==> config.mk <==
export PLATFORM = sky130hd
export DESIGN_NAME = targeting_sequencer
export DESIGN_NICKNAME = d
export VERILOG_FILES = /design/src/rtl/targeting_sequencer.sv
export SDC_FILE = /design/constraint.sdc
export NUM_CORES = 1
export LEC_CHECK = 0
export CAP_MARGIN = 5
export CORE_UTILIZATION = 42
export CTS_CLUSTER_DIAMETER = 150
export DETAILED_ROUTE_END_ITERATION = 12
export PLACE_DENSITY = 0.79
export SLEW_MARGIN = 5
export SYNTH_ARGS = -nofsm -noshare
export SYNTH_HDL_FRONTEND = slang
export SYNTH_SLANG_ARGS = --single-unit
==> constraint.sdc <==
create_clock -name clk -period 1.4 [get_ports clk]
set_input_delay 0.28 -clock clk [delete_from_list [all_inputs] [get_ports clk]]
set_output_delay 0.28 -clock clk [all_outputs]
set_load 0.02 [all_outputs]
==> src/rtl/targeting_sequencer.sv <==
// Lock-sequence FSM (sync run, two-step gate, core window) issuing a one-cycle proton_fire pulse; shot counter built under TARGETING_SHOT_COUNT_EN.
// Outputs registered one edge after the deciding sample; one sample consumed per cycle, no back-pressure.
module targeting_sequencer #(
  parameter int unsigned SENS_W     = 3,
  parameter int unsigned SYNC_CODE  = 7,
  parameter int unsigned SYNC_LEN   = 2,
  parameter int unsigned GATE_A     = 1,
  parameter int unsigned GATE_B     = 2,
  parameter int unsigned CORE_CODE  = 4,
  parameter int unsigned ABORT_CODE = 5,
  parameter int unsigned WINDOW_LEN = 4,
  parameter int unsigned CORE_HITS  = 2,
  parameter int unsigned COOLDOWN   = 0
) (
  input  logic              clk,
  input  logic              rst,
  input  logic [SENS_W-1:0] sensor_in,
  input  logic              arm_en,
  output logic              proton_fire,
  output logic              abort_flag,
  output logic [2:0]        state_o,
  output logic [7:0]        shot_count
);

  localparam int unsigned SC_W = $clog2(SYNC_LEN + 2);
  localparam int unsigned T_W  = $clog2(WINDOW_LEN + 1);
  localparam int unsigned H_W  = $clog2(CORE_HITS + 1);
  localparam int unsigned CD_W = (COOLDOWN > 1) ? $clog2(COOLDOWN) : 1;

  localparam logic [SC_W-1:0]   SYNC_LEN_C = SC_W'(SYNC_LEN);
  localparam logic [SC_W-1:0]   SYNC_SAT_C = SC_W'(SYNC_LEN + 1);
  localparam logic [T_W-1:0]    T_LAST_C   = T_W'(WINDOW_LEN);
  localparam logic [H_W-1:0]    HITS_C     = H_W'(CORE_HITS);
  localparam logic [CD_W-1:0]   CD_LAST_C  = CD_W'((COOLDOWN > 0) ? COOLDOWN - 1 : 0);
  localparam logic [SENS_W-1:0] SYNC_C     = SENS_W'(SYNC_CODE);
  localparam logic [SENS_W-1:0] GATE_A_C   = SENS_W'(GATE_A);
  localparam logic [SENS_W-1:0] GATE_B_C   = SENS_W'(GATE_B);
  localparam logic [SENS_W-1:0] CORE_C     = SENS_W'(CORE_CODE);
  localparam logic [SENS_W-1:0] ABORT_C    = SENS_W'(ABORT_CODE);

  typedef enum logic [2:0] {
    IDLE   = 3'd0,
    SYNC   = 3'd1,
    GATE   = 3'd2,
    WINDOW = 3'd3,
    COOL   = 3'd4
  } state_t;

  state_t          state_q, state_d;
  logic [SC_W-1:0] sync_cnt_q, sync_cnt_d;
  logic [T_W-1:0]  t_q, t_d, t_n;
  logic [H_W-1:0]  hit_cnt_q, hit_cnt_d, hit_n;
  logic [CD_W-1:0] cool_cnt_q, cool_cnt_d;
  logic            fire_q, fire_d;
  logic            abort_q, abort_d;

  logic is_sync, is_gate_a, is_gate_b, is_core, is_abort;

  assign is_sync   = (sensor_in == SYNC_C);
  assign is_gate_a = (sensor_in == GATE_A_C);
  assign is_gate_b = (sensor_in == GATE_B_C);
  assign is_core   = (sensor_in == CORE_C);
  assign is_abort  = (sensor_in == ABORT_C);

  always_comb begin
    state_d    = state_q;
    sync_cnt_d = sync_cnt_q;
    t_d        = t_q;
    hit_cnt_d  = hit_cnt_q;
    cool_cnt_d = cool_cnt_q;
    fire_d     = 1'b0;
    abort_d    = 1'b0;
    t_n        = t_q + 1'b1;
    hit_n      = hit_cnt_q + H_W'(is_core);

    if (!arm_en) begin
      state_d    = IDLE;
      sync_cnt_d = '0;
      t_d        = '0;
      hit_cnt_d  = '0;
      cool_cnt_d = '0;
    end else begin
      case (state_q)
        IDLE: begin
          if (is_sync) begin
            state_d    = SYNC;
            sync_cnt_d = SC_W'(1);
          end
        end

        SYNC: begin
          if (is_sync) begin
            if (sync_cnt_q != SYNC_SAT_C) sync_cnt_d = sync_cnt_q + 1'b1;
          end else if (is_gate_a && (sync_cnt_q == SYNC_LEN_C)) begin
            state_d    = GATE;
            sync_cnt_d = '0;
          end else begin
            // A short or over-long run followed by GATE_A also lands here.
            state_d    = IDLE;
            sync_cnt_d = '0;
          end
        end

        GATE: begin
          if (is_gate_b) begin
            state_d   = WINDOW;
            t_d       = '0;
            hit_cnt_d = '0;
          end else if (is_abort) begin
            state_d = IDLE;
            abort_d = 1'b1;
          end else if (is_sync) begin
            state_d    = SYNC;
            sync_cnt_d = SC_W'(1);
          end else begin
            state_d = IDLE;
          end
        end

        WINDOW: begin
          if (is_abort) begin
            state_d   = IDLE;
            abort_d   = 1'b1;
            t_d       = '0;
            hit_cnt_d = '0;
          end else if (hit_n == HITS_C) begin
            // A hit on the last window sample still fires.
            fire_d     = 1'b1;
            state_d    = (COOLDOWN > 0) ? COOL : IDLE;
            t_d        = '0;
            hit_cnt_d  = '0;
            cool_cnt_d = '0;
          end else if (t_n == T_LAST_C) begin
            state_d   = IDLE;
            t_d       = '0;
            hit_cnt_d = '0;
          end else begin
            t_d       = t_n;
            hit_cnt_d = hit_n;
          end
        end

        COOL: begin
          if (cool_cnt_q == CD_LAST_C) begin
            state_d    = IDLE;
            cool_cnt_d = '0;
          end else begin
            cool_cnt_d = cool_cnt_q + 1'b1;
          end
        end

        default: begin
          state_d = IDLE;
        end
      endcase
    end
  end

  always_ff @(posedge clk) begin
    if (rst) begin
      state_q    <= IDLE;
      sync_cnt_q <= '0;
      t_q        <= '0;
      hit_cnt_q  <= '0;
      cool_cnt_q <= '0;
      fire_q     <= 1'b0;
      abort_q    <= 1'b0;
    end else begin
      state_q    <= state_d;
      sync_cnt_q <= sync_cnt_d;
      t_q        <= t_d;
      hit_cnt_q  <= hit_cnt_d;
      cool_cnt_q <= cool_cnt_d;
      fire_q     <= fire_d;
      abort_q    <= abort_d;
    end
  end

  assign proton_fire = fire_q;
  assign abort_flag  = abort_q;
  assign state_o     = state_q;

`ifdef TARGETING_SHOT_COUNT_EN
  logic [7:0] shot_q;

  always_ff @(posedge clk) begin
    if (rst) begin
      shot_q <= '0;
    end else if (fire_d && (shot_q != 8'hFF)) begin
      shot_q <= shot_q + 8'd1;
    end
  end

  assign shot_count = shot_q;
`else
  assign shot_count = '0;
`endif

endmodule

==> results of run 1 <==
## cell families (layout without fill, tap and decap cells)
kind of cell	count (synthesis)	count (layout)	synth area share [%]
DFF	11	11	29.5
xor gates and xnor gates	3	3	3.52
AOI/OAI and AO/OA	16	16	14.8
buffers and inverters	16	28	14.6
other	1	9	0.503
and+or+nand+nor	29	29	28.7
adders and majority gates	5	5	8.39
## state kept, by name, indices dropped and copies added (netlist names)
register     flops
t_q              3
sync_cnt_q       2
hit_cnt_q        2
state_o          2
proton_fire      1
abort_flag       1
## timing repair
item	4_1_cts	5_1_grt
pin swaps	7	2
resized for setup	11	7
endpoints found under the setup margin	13	3
## cells in the mapped netlist (2+ instances only)
library cell	instances	area (um^2)
dfxtp_1	11	220
xor2_1	2	17.5
buf_4	9	67.6
inv_1	4	15.0
nor4_1	2	12.5
nand2_1	4	15.0
ha_1	5	62.6
nand2b_1	2	12.5
a21oi_1	7	35.0
nor2_1	6	22.5
a32oi_1	2	17.5
nor3b_1	2	15.0
nand4_1	2	12.5
nand3b_1	2	15.0
buf_6	2	22.5
## layer usage
metal	vias to the layer above	part of all wire [%]	track usage, %
met5	-	0	0
met4	0	1.6	7.88
met3	5	5.0	8.57
met2	18	52	31.5
met1	302	41	24.9
li1	310	-	-
## how the worst min path moves through the flow
stage | start | endpoint
3_3_place_gp | t_q[2] | t_q[2]
5_1_grt | t_q[2] | t_q[2]
4_1_cts | t_q[2] | t_q[2]
3_5_place_dp | t_q[2] | t_q[2]
2_1_floorplan | t_q[2] | t_q[2]
6_report | t_q[2] | t_q[2]
## power by group through the flow
stage	clock, mW	sequential [mW]	combinational, mW
floorplan	0	0.325	0.0738
global placement	0	0.323	0.0930
detailed placement	0	0.323	0.0946
CTS	0.222	0.315	0.0929
global route	0.260	0.316	0.103
finish	0.220	0.316	0.0958
## worst max-delay path, delay by kind of cell (launching register included)
kind                       cells  cell delay [ns]
DFF                            1             0.40
adders and majority gates      1             0.26
AOI/OAI and AO/OA              1             0.16
and+or+nand+nor                1             0.48
## final cells by class
type | instances | share of cell area, %
inverter | 4 | 1.55
tap | 16 | 2.07
sequential | 11 | 22.9
timing repair buffer | 20 | 16.9
clock buffer | 4 | 2.71
multi-input combinational | 62 | 53.9
==> results by group, run 1 <==
Floorplanning
  – Die height: 44.1 um
  – Core Footprint: 1580 um^2
  – Die W: 44.1 um
  – IO Pins: 19
  – Die ar.: 1950 um^2
  – # rows: 14
  – Starting Density: 47.3%

STA
  – Hold_ws: 0.487 ns
  – Final period util: 97.3%
  – Final Critical Period: 1.36 ns
  – Final setup fails: 0
  – Max Fclk: 734 MHz
  – Final Skew: 0.00777 ns
  – Final TNS setup: 0 ns
  – Fin. Hold Viols: 0
  – Final worst slack: 0.0379 ns
  – Final Max Slew Viols: 0

Pwr
  – Internal: 0.462 mW
  – Pwr dens: 652 nW/um^2
  – Clock power share: 34.9%
  – Leak Pwr: 0.384 nW
  – Comb power frac: 15.2%
  – Peak supply drop: 0.000422 V
  – Psw: 0.169 mW
  – Seq pwr share: 49.9%
  – Switching fraction of total power: 26.8%
  – Total Power: 0.632 mW

Layout
  – Non-filler cells, final: 117
  – Nets: 113
  – # fillers: 139
  – Fin area: 968 um^2
  – Footprint of the multi-input gates: 522 um^2
  – Most frequent cells in the layout: 11 x buf_4, 10 x dfxtp_1, 9 x conb_1, 7 x dlygate4sd2_1
  – Final core occ: 61.4%
  – N_diodes: 0
  – Area growth, synth to finish: 29.9%
  – Most common cell after layout, fill and taps aside: buf_4
  – FF/Latch Area: 221 um^2
  – Layout cells sized above 1: 33.7%

Worst setup path
  – Crit Path Max Fanout: 3
  – Critical setup path kind: reg -> reg
  – Worst Setup End Kind: flop
  – Worst-path cell chain: ha_1 > or4_4 > a21oi_2
  – Reg2Reg Capture Point: sync_cnt_q[1]
  – Worst Setup SP: sync_cnt_q[1]
  – CP max-delay cell: or4_4
  – Reg2reg start: sync_cnt_q[1]
  – CP startpoint kind: flop
  – Slowest stage delay, CP: 0.48 ns
  – Arrival @ worst endpoint: 1.57 ns
  – Worst reg2reg setup slack: 0.04 ns
  – R2R cell count: 3
  – Required @ worst endpoint: 1.60 ns
  – Worst setup endpoint: sync_cnt_q[1]

Route
  – Post-DR wirelength/cell: 14.0 um
  – Routed vias: 635
  – Routed Antenna Nets: 0
  – Drt pass-1 iters: 6
  – 1st-iter DRT viols: 9
  – Total wire length: 1.64 mm
  – Post-route DRC: 0
  – Avg Vias per Cell: 5.43

GRT
  – Initial antenna violation count: 0
  – Largest net degree at the start of global routing: 9
  – Grt total ovfl: 0
  – First-pass GRT wire length: 2.81 mm
  – Vias in the first global route: 598
  – Total global-route track usage: 20.3%

Clock tree
  – Post-CTS Hold Buffers: 0
  – Clk buf depth: 2
  – Setup Fix Bufs, Post-CTS: 0
  – Clk slew on worst S/H paths: 0.06 ns
  – Clk_lat worst skew: 0.28 ns
  – CTS tree: done
  – Clock root buffer: clkbuf_4
  – CTS HTree Levels: 1
  – Clock sinks: 11
  – Total CTS buffers: 3

Placement
  – Pre-CTS setup slack: -0.529 ns
  – DP Cell Count: 113
  – Number of port buffers: 9
  – HPWL Detailed: 1.21 mm
  – Final GP Congestion: 0.849
  – Placed Area: 895 um^2

Synth
  – Seq/Total Area, Yosys: 29.5%
  – Top FF cell, synth: dfxtp_1
  – Syn avg cell area: 9.21 um^2
  – Register bit total from synthesis: 11
  – Mapped Area: 746 um^2
  – Number of synthesized flops with an enable pin: 0
  – Cell variety after synth: 34
  – Syn Inst Count: 81
  – Syn. warnings: 0
  – Asr flop ratio synth: 0%

Outcome
  – Status: finished, final reports clean

Worst hold path
  – Path category of the worst min-delay check: reg -> reg
  – WHS Path Cells: 2

Run
  – Max Cap Viol: 0
(Power assumes the default switching activity.)
==> inputs of run 2 (changes only) <==
--- a/config.mk
+++ b/config.mk
@@ -9,7 +9,8 @@
 export CORE_UTILIZATION = 42
 export CTS_CLUSTER_DIAMETER = 150
 export DETAILED_ROUTE_END_ITERATION = 12
-export PLACE_DENSITY = 0.79
+export PLACE_DENSITY_LB_ADDON = 0.05
+export REMOVE_ABC_BUFFERS = 1
 export SLEW_MARGIN = 5
 export SYNTH_ARGS = -nofsm -noshare
 export SYNTH_HDL_FRONTEND = slang
==> run 2 against run 1 <==
Compared with the run above:
- the flow now finishes with violations (DRC)
- hold slack got worse by 0.023 ns
- sequential share of layout area fell by 0.20 points
- power rose by 1.3%
- setup slack improved by 0.0019 ns
- global-route usage fell by 2.1 points
- critical endpoint unchanged
- largest power group unchanged
- highest routed layer unchanged
==> results by group, run 2 (synthesis results as in run 1) <==
Clock tree
  – Clock sinks: 11 (unchanged)
  – Clk buf depth: 2 (unchanged)
  – Clk_lat worst skew: 0.27 ns (about the same)
  – Clock root buffer: clkbuf_4
  – CTS tree: done
  – Setup Fix Bufs, Post-CTS: 0 (unchanged)
  – CTS HTree Levels: 1 (unchanged)
  – Clk slew on worst S/H paths: 0.07 ns (about the same)
  – Total CTS buffers: 3 (unchanged)

Floorplanning
  – # rows: 14 (unchanged)
  – Die height: 44.1 um (unchanged)
  – Die ar.: 1950 um^2 (unchanged)
  – Die W: 44.1 um (unchanged)
  – Starting Density: 47.3% (unchanged)
  – IO Pins: 19 (unchanged)
  – Core Footprint: 1580 um^2 (unchanged)

Worst setup path
  – Arrival @ worst endpoint: 1.57 ns (about the same)
  – R2R cell count: 4 (+1)
  – Worst Setup End Kind: flop
  – Reg2reg start: sync_cnt_q[0]
  – Critical setup path kind: reg -> reg
  – Worst-path cell chain: buf_4 > ha_2 > or4_1 > a21oi_2
  – CP Buf/Inv Count: 1 (+1)
  – Reg2Reg Capture Point: sync_cnt_q[1]
  – Critical path's top delay family: simple AND/OR/NAND/NOR gates
  – CP max-delay cell: or4_1
  – Crit Path Max Fanout: 3 (unchanged)
  – Worst reg2reg setup slack: 0.04 ns (about the same)
  – Slowest stage delay, CP: 0.52 ns (+0.04 ns)
  – Required @ worst endpoint: 1.61 ns (about the same)
  – CP startpoint kind: flop

Worst hold path
  – WHS Endpoint: t_q[2]
  – Hold wc startpoint: t_q[2]
  – Path category of the worst min-delay check: reg -> reg
  – WHS Path Cells: 2 (unchanged)

Route
  – Avg Vias per Cell: 5.24 (-3.4%)
  – Routed Antenna Nets: 0 (unchanged)
  – Post-DR wirelength/cell: 12.8 um (-9.2%)
  – Post-route DRC: 1 (+1)
  – Routed vias: 624 (-1.7%)
  – Total wire length: 1.52 mm (-7.6%)
  – Drt pass-1 iters: 7 (+1)
  – 1st-iter DRT viols: 7 (-2)

Pwr
  – Peak supply drop: 0.000646 V (+53%)
  – Total Power: 0.640 mW (+1.3%)
  – Psw: 0.171 mW (+1.1%)
  – Internal: 0.469 mW (+1.4%)
  – Leak Pwr: 0.390 nW (+1.4%)
  – Pwr dens: 655 nW/um^2 (+0.43%)
  – Switching fraction of total power: 26.8% (-0.070 points)
  – Comb power frac: 16.1% (+0.9 points)
  – Seq pwr share: 49.3% (-0.6 points)
  – Clock power share: 34.5% (-0.4 points)

GRT
  – Vias in the first global route: 563 (-5.9%)
  – Total global-route track usage: 18.2% (-2.1 points)
  – Grt total ovfl: 0 (unchanged)
  – First-pass GRT wire length: 2.55 mm (-9.1%)
  – Largest net degree at the start of global routing: 9 (unchanged)
  – Initial antenna violation count: 0 (unchanged)

STA
  – Final TNS setup: 0 ns (unchanged)
  – Max Fclk: 735 MHz (+0.14%)
  – Final Skew: 0.000599 ns (-0.00717 ns)
  – Final period util: 97.2% (-0.14 points)
  – RSZ-0062 raised after global routing: false
  – Final Critical Period: 1.36 ns (-0.00194 ns)
  – Final worst slack: 0.0399 ns (+0.00194 ns)
  – Final Max Slew Viols: 0 (unchanged)
  – Final setup fails: 0 (unchanged)
  – Fin. Hold Viols: 0 (unchanged)

Layout
  – Most frequent cells in the layout: 13 x buf_4, 10 x dfxtp_1, 9 x conb_1, 6 x nor2_1, 6 x a21oi_1
  – Final core occ: 62.0% (+0.56 points)
  – Most common cell after layout, fill and taps aside: buf_4
  – Reg with most FFs: t_q
  – Non-filler cells, final: 119 (+1.7%)
  – Flip-flop count of the largest register after layout: 3 (unchanged)
  – Area growth, synth to finish: 31.0%
  – Layout cells sized above 1: 32.0% (-1.6 points)
  – N_diodes: 0 (unchanged)
  – Nets: 115 (+1.8%)

Placement
  – Pre-CTS setup slack: -0.529 ns (-0.000223 ns)
  – DP Cell Count: 115 (+1.8%)
  – HPWL Detailed: 1.13 mm (-6.7%)
  – Number of port buffers: 9 (unchanged)
  – Final GP Congestion: 0.753 (-11%)

Outcome
  – Status: finished, violations left
  – Failing checks: DRC

Run
  – Max Cap Viol: 0 (unchanged)
[run 2: cell types whose count changed in the layout (fill, tap and decap cells not counted), moves of 2 or more]
| cell | change |
|---|---|
| xor2_2 | -2 |
| clkdlybuf4s15_1 | +2 |
| dlygate4sd2_1 | -2 |
| buf_4 | +2 |
[run 2: layout make-up]
class                      instances  area, um^2
timing repair buffer              22         181
inverter                           4        15.0
fill                             136         599
tap                               16        20.0
multi-input combinational         62         513
clock buffer                       4        26.3
sequential                        11         221
[run 2: how the worst max path moves through the flow]
stage / from / end / slack [ns] / cells after the start
CTS: sync_cnt_q[0] / sync_cnt_q[1] / 0.01 / 4
global placement: sensor_in[2] / t_q[1] / -0.48 / 7
finish: sync_cnt_q[0] / sync_cnt_q[1] / 0.04 / 4
floorplan: sync_cnt_q[0] / sync_cnt_q[1] / 0.03 / 4
global route: sync_cnt_q[0] / sync_cnt_q[1] / 0.002 / 4
detailed placement: sensor_in[2] / t_q[1] / -0.53 / 7
[run 2: tightest hold or removal path, cell delays in order, from the launching register on]
cell and delay [ns]:
dfxtp_1 0.32, nand2_1 0.06, a21oi_1 0.05
[run 2: per-stage QoR]
step | instance area [um^2] | hold slack, ns
2_1_floorplan | 682 | 0.444
3_3_place_gp | 890 | 0.448
3_5_place_dp | 890 | 0.457
4_1_cts | 927 | 0.469
5_1_grt | 977 | 0.510
6_report | 977 | 0.464
[run 2: power by group through the flow]
stage | sequential, mW | clock [mW] | combinational (mW)
after floorplan | 0.325 | 0 | 0.0466
after global placement | 0.323 | 0 | 0.0978
after detailed placement | 0.323 | 0 | 0.0986
after CTS | 0.315 | 0.228 | 0.0978
after global routing | 0.316 | 0.241 | 0.111
final | 0.316 | 0.221 | 0.103
[run 2: what timing repair did]
action,in CTS,in global routing
resized for setup,11,11
pin swaps,4,5
cloned,0,0
hold buffers,0,0
setup endpoints to repair,14,4
[run 2: layer usage]
metal / track usage, % / share of wire (%) / wire length [um]
met1: 22.3 / 46 / 705
met2: 29.1 / 45 / 688
met3: 6.12 / 5.0 / 76
met4: 7.27 / 3.1 / 47
met5: 0 / 0 / 0
==> inputs of run 3 (changes only) <==
--- a/config.mk
+++ b/config.mk
@@ -9,6 +9,7 @@
 export CORE_UTILIZATION = 42
 export CTS_CLUSTER_DIAMETER = 150
 export DETAILED_ROUTE_END_ITERATION = 12
+export HOLD_SLACK_MARGIN = 0.05
 export PLACE_DENSITY_LB_ADDON = 0.05
 export REMOVE_ABC_BUFFERS = 1
 export SLEW_MARGIN = 5
==> results of run 3 <==
The final DEF is identical to that of run 2; final timing and power are the same.
==> RTL change 1 (flow settings as in run 1) <==
Build with the macro `TARGETING_SHOT_COUNT_EN` defined.
--- a/src/rtl/targeting_sequencer.sv
+++ b/src/rtl/targeting_sequencer.sv
@@ -1,4 +1,6 @@
 // Lock-sequence FSM (sync run, two-step gate, core window) issuing a one-cycle proton_fire pulse; shot counter built under TARGETING_SHOT_COUNT_EN.
 // Outputs registered one edge after the deciding sample; one sample consumed per cycle, no back-pressure.
+`define TARGETING_SHOT_COUNT_EN
+
 module targeting_sequencer #(
   parameter int unsigned SENS_W     = 3,
Behaviour: not the same (a bounded check fails within 10 cycles, from zero or initial values and one cycle with rst high).
==> RTL change 1 against run 1 <==
  * The flow now finishes with violations (negative setup slack)
  * Wire length is 85% higher
  * Power rose by 51%
  * Area after synthesis rose by 51%
  * Design area is 71% higher
  * Sequential share of layout area is 0.49 points higher
  * Hold slack lost 0.085 ns
  * Setup slack worse by 0.68 ns
  * Sequential cell count is 8 higher
  * Largest power group unchanged
  * Highest routed layer unchanged
==> RTL change 1: results (changes against run 1) <==
Status - finished with violations (was completed)
Failing checks - negative setup slack
Switching power - 0.251 mW (was 0.169 mW)
Grt met2 use - 0.356 (was 0.315)
Total number of vias - 1,160 (was 635)
M1 wire length - 1320 µm (was 681 µm)
Synth top area cells - dfxtp_1 (34%), ha_1 (6.7%), nor2_1 (5.0%) (was dfxtp_1 (30%), buf_4 (9.1%), ha_1 (8.4%))
Hold path cells - 4 (was 2)
Critical Path Start - hit_cnt_q[0] (was sync_cnt_q[1])
Pleak - 0.677 nW (was 0.384 nW)
Slowest stage delay, CP - 0.56 ns (was 0.48 ns)
1st-pass router iterations - 4 (was 6)
Largest net degree at the start of global routing - 12 (was 9)
Clock-pin transition on the worst setup and hold timing paths - 0.12 ns (was 0.06 ns)
CP max stage cell - or4b_4 (was or4_4)
Hold EP - state_o[1] (was t_q[2])
Metal3 WL - 79 µm (was 82 µm)
Global routing usage on met1 - 0.275 (was 0.249)
Setup-failing EPs final - 10 (was 0)
Final WS setup - -0.642 ns (was 0.0379 ns)
CP Max Fanout - 6 (was 3)
WL met2 - 1600 µm (was 851 µm)
Detail Placement HPWL - 2060 µm (was 1210 µm)
First-pass GRT wire length - 4470 µm (was 2810 µm)
Seq/Total Area, Yosys - 0.339 (was 0.295)
PwrDens - 578 nW/µm² (was 652 nW/µm²)
Final worst clock skew - 0.00554 ns (was 0.00777 ns)
Met3 Resource Use GR - 0.0254 (was 0.0857)
Post-synthesis adder-cell area fraction - 0.0669 (was 0.0839)
Synth Area in Compound Gates - 0.154 (was 0.148)
Hold Path Origin - sensor_in[2] (was t_q[2])
Clock latency on the worst-skew pair - 0.32 ns (was 0.28 ns)
Clock share of power - 0.320 (was 0.349)
Post-CTS Setup Bufs - 4 (was 0)
Slew @ Worst Pin - 0.634 ns
Vias in the first global route - 1,004 (was 598)
Routed WL per cell - 14.8 µm (was 14.0 µm)
Critical Path AT - 2.26 ns (was 1.57 ns)
Setup crit end - shot_count[5] (was sync_cnt_q[1])
Initial detailed-routing violation count - 23 (was 9)
Cell variety after synth - 43 (was 34)
Max FFs per register - 8 (was 3)
Hold WC Path Type - primary input to flip-flop (was flip-flop to flip-flop)
Tot GR Track Use - 0.213 (was 0.203)
GPL Wtd Cong - 0.839 (was 0.849)
Post-synthesis mux area share - 0.0491 (was 0)
VDD IR max - 0.505 mV (was 0.422 mV)
Post-synthesis xor/xnor area fraction - 0.0234 (was 0.0352)
Pre-CTS WS - -1.37 ns (was -0.529 ns)
R2R cell count - 5 (was 3)
CTS-repair resized insts - 43 (was 11)
-- RTL change 1: cell types whose count changed after synthesis, moves of 4 or more --
cell,run 1,this run
buf_4,9,2
dfxtp_1,11,19
mux2_2,0,4
nand2_1,4,9
nand3_1,0,8
nor2_1,6,15
nor2b_1,0,8
-- RTL change 1: per-stage QoR --
step / hold slack [ns] / area (µm²) / cells / TNS (ns)
floorplan: 0.466 / 1170 / 132 / -5.67
global placement: 0.474 / 1510 / 197 / -14.41
detailed placement: 0.490 / 1510 / 197 / -15.62
CTS: 0.400 / 1600 / 204 / -3.80
global route: 0.407 / 1660 / 205 / -4.49
finish: 0.402 / 1660 / 205 / -4.14
-- RTL change 1: cell type report --
| type | instances | area, µm² |
|---|---|---|
| inverter | 4 | 17.5 |
| timing repair buffer | 45 | 348 |
| clock buffer | 4 | 26.3 |
| fill | 213 | 845 |
| sequential | 19 | 387 |
| tap | 30 | 37.5 |
| multi-input combinational | 103 | 840 |
==> RTL change 2 (flow settings as in run 1) <==
Made on the original files. Remove the register `abort_q`: a continuous assignment takes its place, so the output `abort_flag` follows one clock earlier.
--- a/src/rtl/targeting_sequencer.sv
+++ b/src/rtl/targeting_sequencer.sv
@@ -165,5 +165,4 @@
       cool_cnt_q <= '0;
       fire_q     <= 1'b0;
-      abort_q    <= 1'b0;
     end else begin
       state_q    <= state_d;
@@ -173,7 +172,8 @@
       cool_cnt_q <= cool_cnt_d;
       fire_q     <= fire_d;
-      abort_q    <= abort_d;
     end
   end
+
+  assign abort_q = abort_d;
 
   assign proton_fire = fire_q;
Formal check against the unedited RTL: not equivalent (Yosys sat finds a counterexample within 4 cycles, from zero or initial values).
==> RTL change 2 against run 1 <==
  * Hold slack lost 0.044 ns
  * Clock skew shrank 0.0045 ns
  * Combinational power shrank 2%
  * First-iteration DRC count grew 120%
  * Fmax grew 2.2%
  * Sequential cell count shrank 1
  * Highest routed layer unchanged
  * Critical endpoint is now hit_cnt_q[1]
  * Power grew 0.89%
  * Wire length shrank 2.3%
  * Area after synthesis shrank 3.0%
  * Design area grew 2.2%
  * Global-route usage shrank 3.8 points
  * Clock power grew 16%
  * Setup slack gained 0.029 ns
==> RTL change 2: results (changes against run 1) <==
Clock latency on the worst-skew pair - 0.26 ns (was 0.28 ns)
Post-layout nets - 119 (was 113)
GPL Wtd Cong - 0.755 (was 0.849)
CP Max Fanout - 4 (was 3)
Final worst clock skew - 0.00331 ns (was 0.00777 ns)
Layout fillers - 133 (was 139)
Synth Flop Type - dfxtp_1 (unchanged)
Hold path cells - 4 (was 2)
First-pass GRT wire length - 2400 µm (was 2810 µm)
Initial detailed-routing violation count - 20 (was 9)
VDD IR max - 0.522 mV (was 0.422 mV)
Overall routed net length - 1610 µm (was 1640 µm)
Status - completed (unchanged)
Hold Path Origin - sensor_in[2] (was t_q[2])
Net Sw Frac - 0.247 (was 0.268)
Cell variety after synth - 35 (was 34)
R2R Setup Slk - 0.07 ns (was 0.04 ns)
Most frequent cells after synthesis - buf_4 (11), dfxtp_1 (10), a21oi_1 (6), nand2_1 (6) (was dfxtp_1 (11), buf_4 (9), a21oi_1 (7))
R2R cell count - 5 (was 3)
Vias/cell - 5.50 (was 5.43)
Hold WC Path Type - primary input to flip-flop (was flip-flop to flip-flop)
Reg-to-reg startpoint - t_q[0] (was sync_cnt_q[1])
Final hold slack - 0.443 ns (was 0.487 ns)
Share of cells above drive strength 1 - 0.336 (was 0.337)
Hold EP - state_o[1] (was t_q[2])
FF-to-FF End - hit_cnt_q[1] (was sync_cnt_q[1])
Synth top area cells - dfxtp_1 (28%), buf_4 (11%), ha_1 (8.7%) (was dfxtp_1 (30%), buf_4 (9.1%), ha_1 (8.4%))
IO buf count - 9 (unchanged)
Pleak - 0.417 nW (was 0.384 nW)
Tot GR Track Use - 0.165 (was 0.203)
Total number of vias - 677 (was 635)
==> RTL change 2: changes by cell type after synthesis, sizes merged, moves of 2 or more <==
cell,delta
nand2,+3
nand2b,-3
nor2,-3
nor2b,+3
a21o,+2
a32oi,-2
nand3,+2
nor3,+2
nor4,-2
o31ai,+2
==> RTL change 2: area by class of cell <==
class                           count  share of cell area
Inverter                            5              0.0190
Sequential cell                    10               0.205
Tap cell                           16              0.0202
Multi-Input combinational cell     67               0.550
Clock buffer                        4              0.0367
Timing Repair Buffer               21               0.169
==> RTL change 2: cell families after synthesis <==
kind of cell             after synthesis  synth area share
AO/OA/AOI/OAI                         21             0.223
XOR/XNOR                               3            0.0363
adder cells (fa/ha/maj)                5            0.0865
buffers and inverters                 17             0.147
flip-flops                            10             0.277
other                                  1           0.00519
AND/OR/NAND/NOR                       29             0.225
==> RTL change 2: per-stage QoR <==
stage / setup TNS, ns / setup WS [ns] / power (mW) / cell area, µm²
after floorplan: -0.101 / -0.0581 / 0.370 / 778
after global placement: -4.93 / -0.624 / 0.385 / 881
after detailed placement: -5.23 / -0.631 / 0.387 / 881
after CTS: -0.0396 / -0.0371 / 0.649 / 945
after global routing: 0 / 0.00333 / 0.664 / 990
final: 0 / 0.0671 / 0.637 / 990
==> RTL change 2: layer usage <==
layer | wire length (µm) | up-vias | track usage
met2 | 789 | 25 | 0.285
met3 | 89 | 4 | 0.0375
met5 | 0 | - | 0
met1 | 706 | 320 | 0.210
met4 | 20 | 0 | 0.0375
li1 | - | 328 | -
==> RTL change 2: critical path: stages, from the launching register on <==
cell and delay, ns:
dfxtp_1 0.34, buf_4 0.17, ha_4 0.18, a2111oi_4 0.33, o21ai_1 0.11, a21oi_1 0.14
==> RTL change 2: power groups by stage <==
stage	combinational (mW)	clock (mW)	sequential, mW
4_1_cts	0.0961	0.265	0.288
5_1_grt	0.100	0.276	0.288
3_3_place_gp	0.0910	0	0.294
2_1_floorplan	0.0757	0	0.294
6_report	0.0939	0.256	0.288
3_5_place_dp	0.0928	0	0.294
==> RTL change 2: how the worst max path moves through the flow <==
stage / to / cells past startpoint / start / slack, ns
floorplan: t_q[0] / 7 / sensor_in[0] / -0.06
global placement: abort_flag / 4 / sensor_in[0] / -0.62
detailed placement: abort_flag / 4 / sensor_in[0] / -0.63
CTS: t_q[0] / 8 / sensor_in[1] / -0.04
global route: t_q[0] / 5 / hit_cnt_q[0] / 0.003
finish: hit_cnt_q[1] / 5 / t_q[0] / 0.07
==> RTL change 2: timing repair <==
action | in CTS | in global routing
endpoints found under the setup margin | 12 | 7
setup buffers | 1 | 0
resized for setup | 23 | 13
pin swaps | 6 | 8
